File: src/rtl/muldiv_sequencer.sv
// Iterative radix-2 multiply/divide unit owning the Hi/Lo register pair.
// One shift-add (multiply) or restoring shift-subtract (divide) step per clock.
// A final one-cycle step fixes up the signs and loads Hi/Lo.
module muldiv_sequencer #(
    parameter int unsigned WIDTH = 32,
    parameter int unsigned CNT_W = 6
) (
    input  logic             clk,
    input  logic             Reset,
    input  logic             start,
    input  logic [1:0]       op,
    input  logic [WIDTH-1:0] src_a,
    input  logic [WIDTH-1:0] src_b,
    input  logic             hi_we,
    input  logic             lo_we,
    input  logic [WIDTH-1:0] wr_data,
    input  logic             hilo_rd,
    output logic [WIDTH-1:0] hi,
    output logic [WIDTH-1:0] lo,
    output logic             busy,
    output logic             done,
    output logic             stall,
    output logic             div_zero
);

    localparam logic [CNT_W-1:0] CntInit = CNT_W'(WIDTH);

    typedef enum logic [1:0] {StIdle, StCalc, StSign} state_e;

    state_e             state_q, state_d;
    logic [CNT_W-1:0]   cnt_q, cnt_d;
    logic               is_div_q, is_div_d;
    logic               sign_a_q, sign_a_d;
    logic               sign_b_q, sign_b_d;
    // Multiply: multiplicand. Divide: divisor.
    logic [WIDTH-1:0]   opnd_q, opnd_d;
    // Multiply: upper product half. Divide: partial remainder (one guard bit).
    logic [WIDTH:0]     acc_q, acc_d;
    // Multiply: multiplier shifting out / product low half shifting in.
    // Divide: dividend shifting out / quotient shifting in.
    logic [WIDTH-1:0]   low_q, low_d;
    logic [WIDTH-1:0]   hi_q, hi_d;
    logic [WIDTH-1:0]   lo_q, lo_d;
    logic               busy_q, busy_d;
    logic               done_q, done_d;
    logic               dz_q, dz_d;

    logic               a_neg, b_neg;
    logic [WIDTH-1:0]   a_abs, b_abs;
    logic [WIDTH:0]     mul_sum;
    logic [WIDTH:0]     div_sh;
    logic [WIDTH:0]     div_diff;
    logic [2*WIDTH-1:0] prod, prod_s;
    logic [WIDTH-1:0]   quot_s, rem_s;

    // Operand conditioning and per-step datapath arithmetic.
    always_comb begin
        a_neg    = op[0] & src_a[WIDTH-1];
        b_neg    = op[0] & src_b[WIDTH-1];
        a_abs    = a_neg ? (~src_a + 1'b1) : src_a;
        b_abs    = b_neg ? (~src_b + 1'b1) : src_b;
        mul_sum  = {1'b0, acc_q[WIDTH-1:0]} + (low_q[0] ? {1'b0, opnd_q} : '0);
        div_sh   = {acc_q[WIDTH-1:0], low_q[WIDTH-1]};
        div_diff = div_sh - {1'b0, opnd_q};
        prod     = {acc_q[WIDTH-1:0], low_q};
        prod_s   = (sign_a_q ^ sign_b_q) ? (~prod + 1'b1) : prod;
        quot_s   = (sign_a_q ^ sign_b_q) ? (~low_q + 1'b1) : low_q;
        // Remainder takes the dividend's sign.
        rem_s    = sign_a_q ? (~acc_q[WIDTH-1:0] + 1'b1) : acc_q[WIDTH-1:0];
    end

    // Next-state logic for the sequencer and the architectural Hi/Lo pair.
    always_comb begin
        state_d  = state_q;
        cnt_d    = cnt_q;
        is_div_d = is_div_q;
        sign_a_d = sign_a_q;
        sign_b_d = sign_b_q;
        opnd_d   = opnd_q;
        acc_d    = acc_q;
        low_d    = low_q;
        hi_d     = hi_q;
        lo_d     = lo_q;
        busy_d   = busy_q;
        done_d   = 1'b0;
        dz_d     = dz_q;

        unique case (state_q)
            StIdle: begin
                if (hi_we) hi_d = wr_data;
                if (lo_we) lo_d = wr_data;
                if (start) begin
                    is_div_d = op[1];
                    sign_a_d = a_neg;
                    sign_b_d = b_neg;
                    acc_d    = '0;
                    opnd_d   = op[1] ? b_abs : a_abs;
                    low_d    = op[1] ? a_abs : b_abs;
                    cnt_d    = CntInit;
                    busy_d   = 1'b1;
                    state_d  = StCalc;
                    if (op[1] && (src_b == '0)) dz_d = 1'b1;
                end
            end
            StCalc: begin
                if (is_div_q) begin
                    // Restoring step: keep the shifted remainder if the trial subtract underflows.
                    if (!div_diff[WIDTH]) acc_d = div_diff;
                    else                  acc_d = div_sh;
                    low_d = {low_q[WIDTH-2:0], ~div_diff[WIDTH]};
                end else begin
                    acc_d = {1'b0, mul_sum[WIDTH:1]};
                    low_d = {mul_sum[0], low_q[WIDTH-1:1]};
                end
                cnt_d = cnt_q - 1'b1;
                if (cnt_q == CNT_W'(1)) state_d = StSign;
            end
            StSign: begin
                if (is_div_q) begin
                    hi_d = rem_s;
                    lo_d = quot_s;
                end else begin
                    hi_d = prod_s[2*WIDTH-1:WIDTH];
                    lo_d = prod_s[WIDTH-1:0];
                end
                done_d  = 1'b1;
                busy_d  = 1'b0;
                state_d = StIdle;
            end
            default: begin
                busy_d  = 1'b0;
                state_d = StIdle;
            end
        endcase
    end

    // State registers; reset wins over any in-flight op or simultaneous command.
    always_ff @(posedge clk) begin
        if (!Reset) begin
            state_q  <= StIdle;
            cnt_q    <= '0;
            is_div_q <= 1'b0;
            sign_a_q <= 1'b0;
            sign_b_q <= 1'b0;
            opnd_q   <= '0;
            acc_q    <= '0;
            low_q    <= '0;
            hi_q     <= '0;
            lo_q     <= '0;
            busy_q   <= 1'b0;
            done_q   <= 1'b0;
            dz_q     <= 1'b0;
        end else begin
            state_q  <= state_d;
            cnt_q    <= cnt_d;
            is_div_q <= is_div_d;
            sign_a_q <= sign_a_d;
            sign_b_q <= sign_b_d;
            opnd_q   <= opnd_d;
            acc_q    <= acc_d;
            low_q    <= low_d;
            hi_q     <= hi_d;
            lo_q     <= lo_d;
            busy_q   <= busy_d;
            done_q   <= done_d;
            dz_q     <= dz_d;
        end
    end

    assign hi       = hi_q;
    assign lo       = lo_q;
    assign busy     = busy_q;
    assign done     = done_q;
    assign div_zero = dz_q;
    // Any Hi/Lo consumer or new command must wait while an op is running.
    assign stall    = busy_q & (start | hilo_rd | hi_we | lo_we);

endmodule

File: config.mk
export PLATFORM = sky130hd
export DESIGN_NAME = muldiv_sequencer
export DESIGN_NICKNAME = d
export VERILOG_FILES = /design/src/rtl/muldiv_sequencer.sv
export SDC_FILE = /design/constraint.sdc
export NUM_CORES = 1
export LEC_CHECK = 0
export CAP_MARGIN = 10
export CORE_MARGIN = 3
export CORE_UTILIZATION = 57
export CTS_CLUSTER_SIZE = 8
export DETAILED_ROUTE_END_ITERATION = 8
export MAX_ROUTING_LAYER = met4
export PLACE_DENSITY = 0.78
export SETUP_SLACK_MARGIN = 0.3
export SLEW_MARGIN = 25
export SYNTH_ARGS = -nofsm -noshare
export SYNTH_HDL_FRONTEND = slang
export SYNTH_SLANG_ARGS = --single-unit
File: constraint.sdc
create_clock -name clk -period 8.66 [get_ports clk]
set_input_delay 1.732 -clock clk [delete_from_list [all_inputs] [get_ports clk]]
set_output_delay 1.732 -clock clk [all_outputs]
set_load 0.05 [all_outputs]
Word-level counts from Yosys, hierarchy flattened --
Cells that the tools add are included.
Word-level totals: bits in registers 174, bits of input ports 104, output and inout bits 68, logic and storage cells 83
Operators by class: add/sub/neg operators 8, equal/unequal tests 7, mux-type cells 29, bitwise operators 14, reductions and logical operators 12
Operator list (count):
- two-way mux 32 bit | 16
- case mux 32 bit (2 select lines) | 4
- adder 32 x 1 -> 32 bit, second input constant | 4
- NOT 32 bit | 4
- adder 64 x 1 -> 64 bit, second input constant | 1
- two-way mux 64 bit | 1
- NOT 64 bit | 1
- adder 32 x 32 -> 33 bit | 1
- subtractor 33 x 32 -> 33 bit | 1
- zero test 32 bit | 1
- case mux 6 bit (2 select lines) | 1
- AND reduction 2 bit | 6
- != test 2 bit, second input constant | 4
- == test 6 x 1 -> 1 bit, second input constant | 1
- two-way mux 6 bit | 1
- subtractor 6 x 1 -> 6 bit, second input constant | 1
- two-way mux 2 bit | 2
- case mux 2 bit (2 select lines) | 1
- nonzero test 2 bit | 2
- AND 1 bit | 3
- bitwise OR 1 bit | 3
- AND reduction 3 bit | 1
- == test 2 x 1 -> 1 bit, second input constant | 1
- == test 2 bit, second input constant | 1
- other kinds (6) | 8

Depth between registers and ports, before layout --
Gate-level depths: netlist (run 1).
depth after elaboration 6, gate-level depth with buffers 15, gate-level depth less buffers 13

Worst setup path before layout (run 1) --
OpenSTA, ideal clock, no wires.
path type input to output, start input port start, end output port stall, arrival time 2349 ps, data required time 6928 ps, setup slack 4579 ps, cell stages on the path 1, path buffers 0, path through o41a_1
On the way: cells in the longest elaborated chain, start to end 4
RTL lines:
- start, declared | RTL line 10 | input logic start,
- bitwise OR 1 bit (3 in series) | RTL line 176 | assign stall = busy_q & (start | hilo_rd | hi_we | lo_we);
- AND 1 bit | RTL line 176
- end, declared | RTL line 22 | output logic stall,
Every way passes these cells.

Worst setup path in the final report (run 1) --
Ends and elaborated chain as after synthesis.

==> results of run 1 <==
how the worst min path moves through the flow:
stage               startpoint         end  depth (start not counted)
finish              opnd_q[10]  opnd_q[10]                          2
detailed placement   opnd_q[9]   opnd_q[9]                          2
CTS                 opnd_q[10]  opnd_q[10]                          2
global route        opnd_q[10]  opnd_q[10]                          2
global placement     opnd_q[5]   opnd_q[5]                          2
floorplan           opnd_q[18]  opnd_q[18]                          2
cell type report:
class	instances	area, µm²	area share, %
Sequential cell	174	3480	20.5
Inverter	66	248	1.46
Tap cell	324	405	2.39
Timing Repair Buffer	191	1850	10.9
Clock inverter	15	220	1.30
Clock buffer	17	425	2.51
Multi-Input combinational cell	1620	10300	60.9
layer usage:
| layer | GRT usage, % | up-vias | part of all wire (%) |
|---|---|---|---|
| li1 | - | 7421 | - |
| met1 | 48.6 | 7469 | 42 |
| met2 | 54.6 | 960 | 44 |
| met3 | 3.77 | 108 | 9.3 |
| met4 | 14.2 | 0 | 4.3 |
| met5 | - | - | 0 |
cells in the final DEF, fill, tap and decap left out, types with 23 or more instances in the layout:
cell type / netlist / final
a211oi_1: 62 / 62
a21o_1: 25 / 25
a21oi_1: 219 / 219
a31oi_1: 25 / 25
clkdlybuf4s50_1: 0 / 169
dfxtp_1: 174 / 173
ha_1: 70 / 70
inv_1: 64 / 64
mux2i_1: 61 / 61
nand2_1: 165 / 165
nand2b_1: 27 / 27
nand3_1: 47 / 47
nor2_1: 260 / 259
nor3_1: 52 / 51
o211ai_1: 28 / 28
o21ai_0: 111 / 110
o221ai_1: 23 / 23
o31ai_1: 23 / 23
xnor2_1: 88 / 87
xor2_1: 75 / 74
registers in the layout (all words and copies together) (netlist names):
signal / cells
acc_q: 32
hi: 32
lo: 32
low_q: 32
opnd_q: 32
cnt_q: 6
state_q: 2
busy: 1
div_zero: 1
done: 1
is_div_q: 1
sign_a_q: 1
sign_b_q: 1
tightest hold or removal path, delay by kind of cell, from the launching register on:
| family | cells | cell delay (ps) |
|---|---|---|
| flip-flops | 1 | 310 |
| AND/OR/NAND/NOR | 1 | 50 |
| AO/OA/AOI/OAI | 1 | 50 |
cells by family after synthesis:
| group | count (synthesis) |
|---|---|
| AO/OA/AOI/OAI | 650 |
| flip-flops | 174 |
| adder cells (fa/ha/maj) | 72 |
| XOR/XNOR | 163 |
| AND/OR/NAND/NOR | 673 |
| multiplexers | 62 |
| buffers and inverters | 199 |
power by group:
part           internal, mW  switching [mW]
registers             0.859          0.0755
logic                 0.351           0.570
clock network         0.406           0.429
through the flow:
stage	hold WS, ps	worst slack, ps	utilization, %
after floorplan	432	4580	-
after global placement	440	3580	66.1
after detailed placement	445	3450	66.1
after CTS	456	3550	68.7
after global routing	471	3540	68.8
final	458	3570	68.8
==> flow_summary.toml, run 1 <==
[final_layout]
antennaDiodeCount = 0
drive_gt1_share_pct = 4.18
final_area_mm2 = 0.0170
area_growth_pct = 16.9
fillers = 2158
nNetsFinal = 2246
finish.cell_count_without_fillers = 2407

[clock_network]
cts_sinks = 174
postCtsResizedCells = 0
clockBufferDepth = 2
post_cts_buffers = 0
postCtsHoldBufs = 0
htreeDepth = 4
root_buffer = "clkbuf_16"
tritoncts = "done"
insertion_delay_ps = 450
clk_pin_slew_ps = 70
cts_buffers = 17

[worst_setup_path]
path_cells = "clkdlybuf4s50_1, o41a_1, clkdlybuf4s50_1"
required_ps = 6930
crit_family = "buffers and inverters"
worstPathArrival_ps = 3360
worstReg2RegStart = "acc_q[16]"
startpoint = "start"
slowest_stage = "clkdlybuf4s50_1"
cp_slowest_stage_delay_ps = 710
cp-endpoint = "stall"
cp_num_cells = 3
endpoint_kind = "primary output"
worst-setup-path-type = "in2out"
critPathBufInv = 2
timing.rr.end = "acc_q[18]"
worstRegToRegCells = 11
worst-path-max-fanout = 4
startpoint_type = "input port"
reg2reg_setup_slack_ps = 3980
path_common_cell = "clkdlybuf4s50_1"

[synth]
synth_flop_cell = "dfxtp_1"
yosysUniqueCellTypes = 78
synth_xor_area_share_pct = 9.83
synth_area_mm2 = 0.0145
synth-edff-count = 0
synth_nets = 2169
yosys_warnings = 0
yosysTopAreaCell = "dfxtp_1"
synth-adder-area-share_pct = 6.31
yosys.area_share.simple_pct = 21.6
ys_seq_area_share_pct = 24.0
synth_top_family_by_area = "compound AO/OA/AOI/OAI gates"
synth_seq_cells = 174
synthTopCellsByArea = "dfxtp_1 24%, a21oi_1 7.5%, nor2_1 6.7%"
synth_compound_area_share_pct = 28.8
ys_async_sr_fraction_pct = 0
yosysMostFrequentCell = "nor2_1"
avgSynthCellArea_um2 = 7.29
synth_top_area_share_pct = 24.0
synthTopCellsByCount = "260 x nor2_1, 219 x a21oi_1, 174 x dfxtp_1"
synth_cells = 1993
synth.area.mux_share_pct = 4.28

[placed_design]
dp_hpwl_mm = 38.2
place.gp.congestion = 1.00
dpl_cell_area_mm2 = 0.0163
dp_cells = 2375
io_buffer_count = 171

[die]
core_area_mm2 = 0.0247
dieArea_mm2 = 0.0274
start_util_pct = 58.9
dieHeight_um = 166
rows = 57
fp.dieW_um = 166
num_io_pins = 172

[drt]
dr.pass1.iters = 6
wirelength_mm = 50.8
drtAntennaViolNets = 0
num_vias = 16000
drt-initial-drc-count = 2503
viasPerCell = 6.63
drc = 0
wire_per_inst_um = 21.1

[timing]
tightest_slew_ps = 1060
min_period_ps = 5090
fmaxAchievable_ghz = 0.196
rsz0062_at_grt = "false"
drv_slew = 0
slew_headroom_pct = 29.3
skew_ps = 17.2
hold_viol_final = 0
setup_tns_ps = 0
setup_violations = 0
fin_crit_sh_pct = 58.8

[grt]
antenna_found_initial = 0
grt_max_degree = 85
grt_pass1_wl_mm = 78.0
grt-ovfl-total = 0
grt.total_usage_pct = 35.7
grt_pass1_vias = 14000

[power]
pwr_density_cell_mw_per_mm2 = 158
peakVddDrop_v = 0.000108
p_total_mw = 2.69
leakage_nw = 6.48

[min_path]
hold_path.class = "reg2reg"

[outcome]
outcome = "completed"

[flow_run]
maxCapViolations = 0
(Power assumes the default switching activity.)
==> run 2: changes to the inputs <==
==> constraint.sdc (replaced) <==
create_clock -name clk -period 5.05 [get_ports clk]
set_input_delay 1.01 -clock clk [delete_from_list [all_inputs] [get_ports clk]]
set_output_delay 1.01 -clock clk [all_outputs]
set_load 0.05 [all_outputs]
==> flow_summary.toml, run 2 (synthesis results as in run 1) <==
[outcome]
outcome = "completed"

[drt]
wirelength_mm = 52.0
drc = 0
drtAntennaViolNets = 0
viasPerCell = 6.53
dr.pass1.iters = 5
drt-initial-drc-count = 2059
num_vias = 15800
wire_per_inst_um = 21.5

[clock_network]
clockBufferDepth = 2
cts_sinks = 174
postCtsHoldBufs = 0
cts_buffers = 17
root_buffer = "clkbuf_16"
clk_pin_slew_ps = 90
postCtsResizedCells = 0
htreeDepth = 4
post_cts_buffers = 0
tritoncts = "done"
insertion_delay_ps = 450

[grt]
antenna_found_initial = 0
grt-busiest-layer = "met2"
grtUsageMet1_pct = 49.0
grt_pass1_vias = 14500
grt_max_degree = 87
grt.met2_usage_pct = 55.7
grt_use_met3_pct = 6.10
grt.total_usage_pct = 37.0
grt-ovfl-total = 0
grt_pass1_wl_mm = 80.5

[die]
start_util_pct = 58.9
dieHeight_um = 166
num_io_pins = 172
fp.dieW_um = 166
core_area_mm2 = 0.0247
rows = 57
dieArea_mm2 = 0.0274

[placed_design]
place.gp.congestion = 0.980
pre_cts_slack_ps = 959
dpl_cell_area_mm2 = 0.0164
dp_cells = 2384
io_buffer_count = 171
dp_hpwl_mm = 39.2

[final_layout]
drive_gt1_share_pct = 4.49
finish.cell_count_without_fillers = 2416
fillers = 2152
final_util_pct = 69.0
area_growth_pct = 17.2
antennaDiodeCount = 0
final_cell_mix = "259 x nor2_1, 219 x a21oi_1, 173 x dfxtp_1"
layout_commonest_cell = "nor2_1"
nNetsFinal = 2255
final_area_mm2 = 0.0170

[power]
switching_share_pct = 40.4
switchingPower_mw = 1.87
pwr-share-seq_pct = 34.4
leakage_nw = 6.53
pwr-share-clk_pct = 31.3
cell_internal_pwr_mw = 2.77
combPwrFrac_pct = 34.2
p_total_mw = 4.64
pwr_density_cell_mw_per_mm2 = 273
peakVddDrop_v = 0.000198

[timing]
rsz0062_at_grt = "false"
fin_ws_ps = 893
skew_ps = 19.6
worst_hold_slack_ps = 457
hold_viol_final = 0
drv_slew = 0
setup_violations = 0
setup_tns_ps = 0
slew_headroom_pct = 27.8
min_period_ps = 4160
fin_crit_sh_pct = 82.3
fmaxAchievable_ghz = 0.241
tightest_slew_ps = 1080

[min_path]
hp-start = "opnd_q[21]"
hold_path.class = "reg2reg"

[worst_setup_path]
path_cells = "ha_1, a21oi_1, o21ai_1, o41ai_1, o21bai_1, a41o_1, o31ai_2, or2_1, a211oi_1, o311a_1"
cp_slowest_stage_delay_ps = 690
required_ps = 5370
worst-setup-path-type = "reg2reg"
worstPathArrival_ps = 4480
endpoint_kind = "flip-flop"
startpoint_type = "flip-flop"
worstReg2RegStart = "acc_q[16]"
slowest_stage = "o31ai_2"
worst-path-max-fanout = 13
startpoint = "acc_q[16]"

[flow_run]
maxCapViolations = 0
run 2: changes by cell type in the layout (fill, tap and decap cells not counted):
cell / change
buf_4: +9
inv_12: +1
inv_16: -1
nor4_1: +1
nor4_2: -1
xor2_1: +1
xor2_2: -1
run 2: area by class of cell:
cell class                      instances  area [µm²]  area share [%]
Timing Repair Buffer                  200        1920            11.3
Inverter                               66         248            1.46
Clock inverter                         15         216            1.27
Sequential cell                       174        3480            20.5
Multi-Input combinational cell       1620       10300            60.6
Clock buffer                           17         425            2.50
Tap cell                              324         405            2.38
run 2: metal layers:
metal | wire length [µm] | up-vias
li1 | - | 7418
met1 | 22100 | 7382
met2 | 22600 | 852
met3 | 4830 | 135
met4 | 2510 | 0
met5 | 0 | -
run 2: path summary, 6_finish.rpt:
kind / slack [ps] / endpoint / cells past startpoint
setup / recovery: 890 / acc_q[0] / 10
hold / removal: 460 / opnd_q[21] / 2
setup reg to reg: 890 / acc_q[0] / 10
hold reg to reg: 460 / opnd_q[21] / 2
run 2: power groups by stage:
stage	combinational (mW)	sequential [mW]	clock (mW)
6_report	1.59	1.60	1.46
5_1_grt	1.71	1.61	1.50
4_1_cts	1.56	1.59	1.44
3_5_place_dp	1.55	1.62	0
3_3_place_gp	1.53	1.62	0
2_1_floorplan	0.967	1.70	0
run 2: critical path, delay by kind of cell, from the launching register on:
family          cells  cell delay [ps]
fa+ha+maj           1              370
flops               1              540
simple gates        1              570
compound gates      8             2550
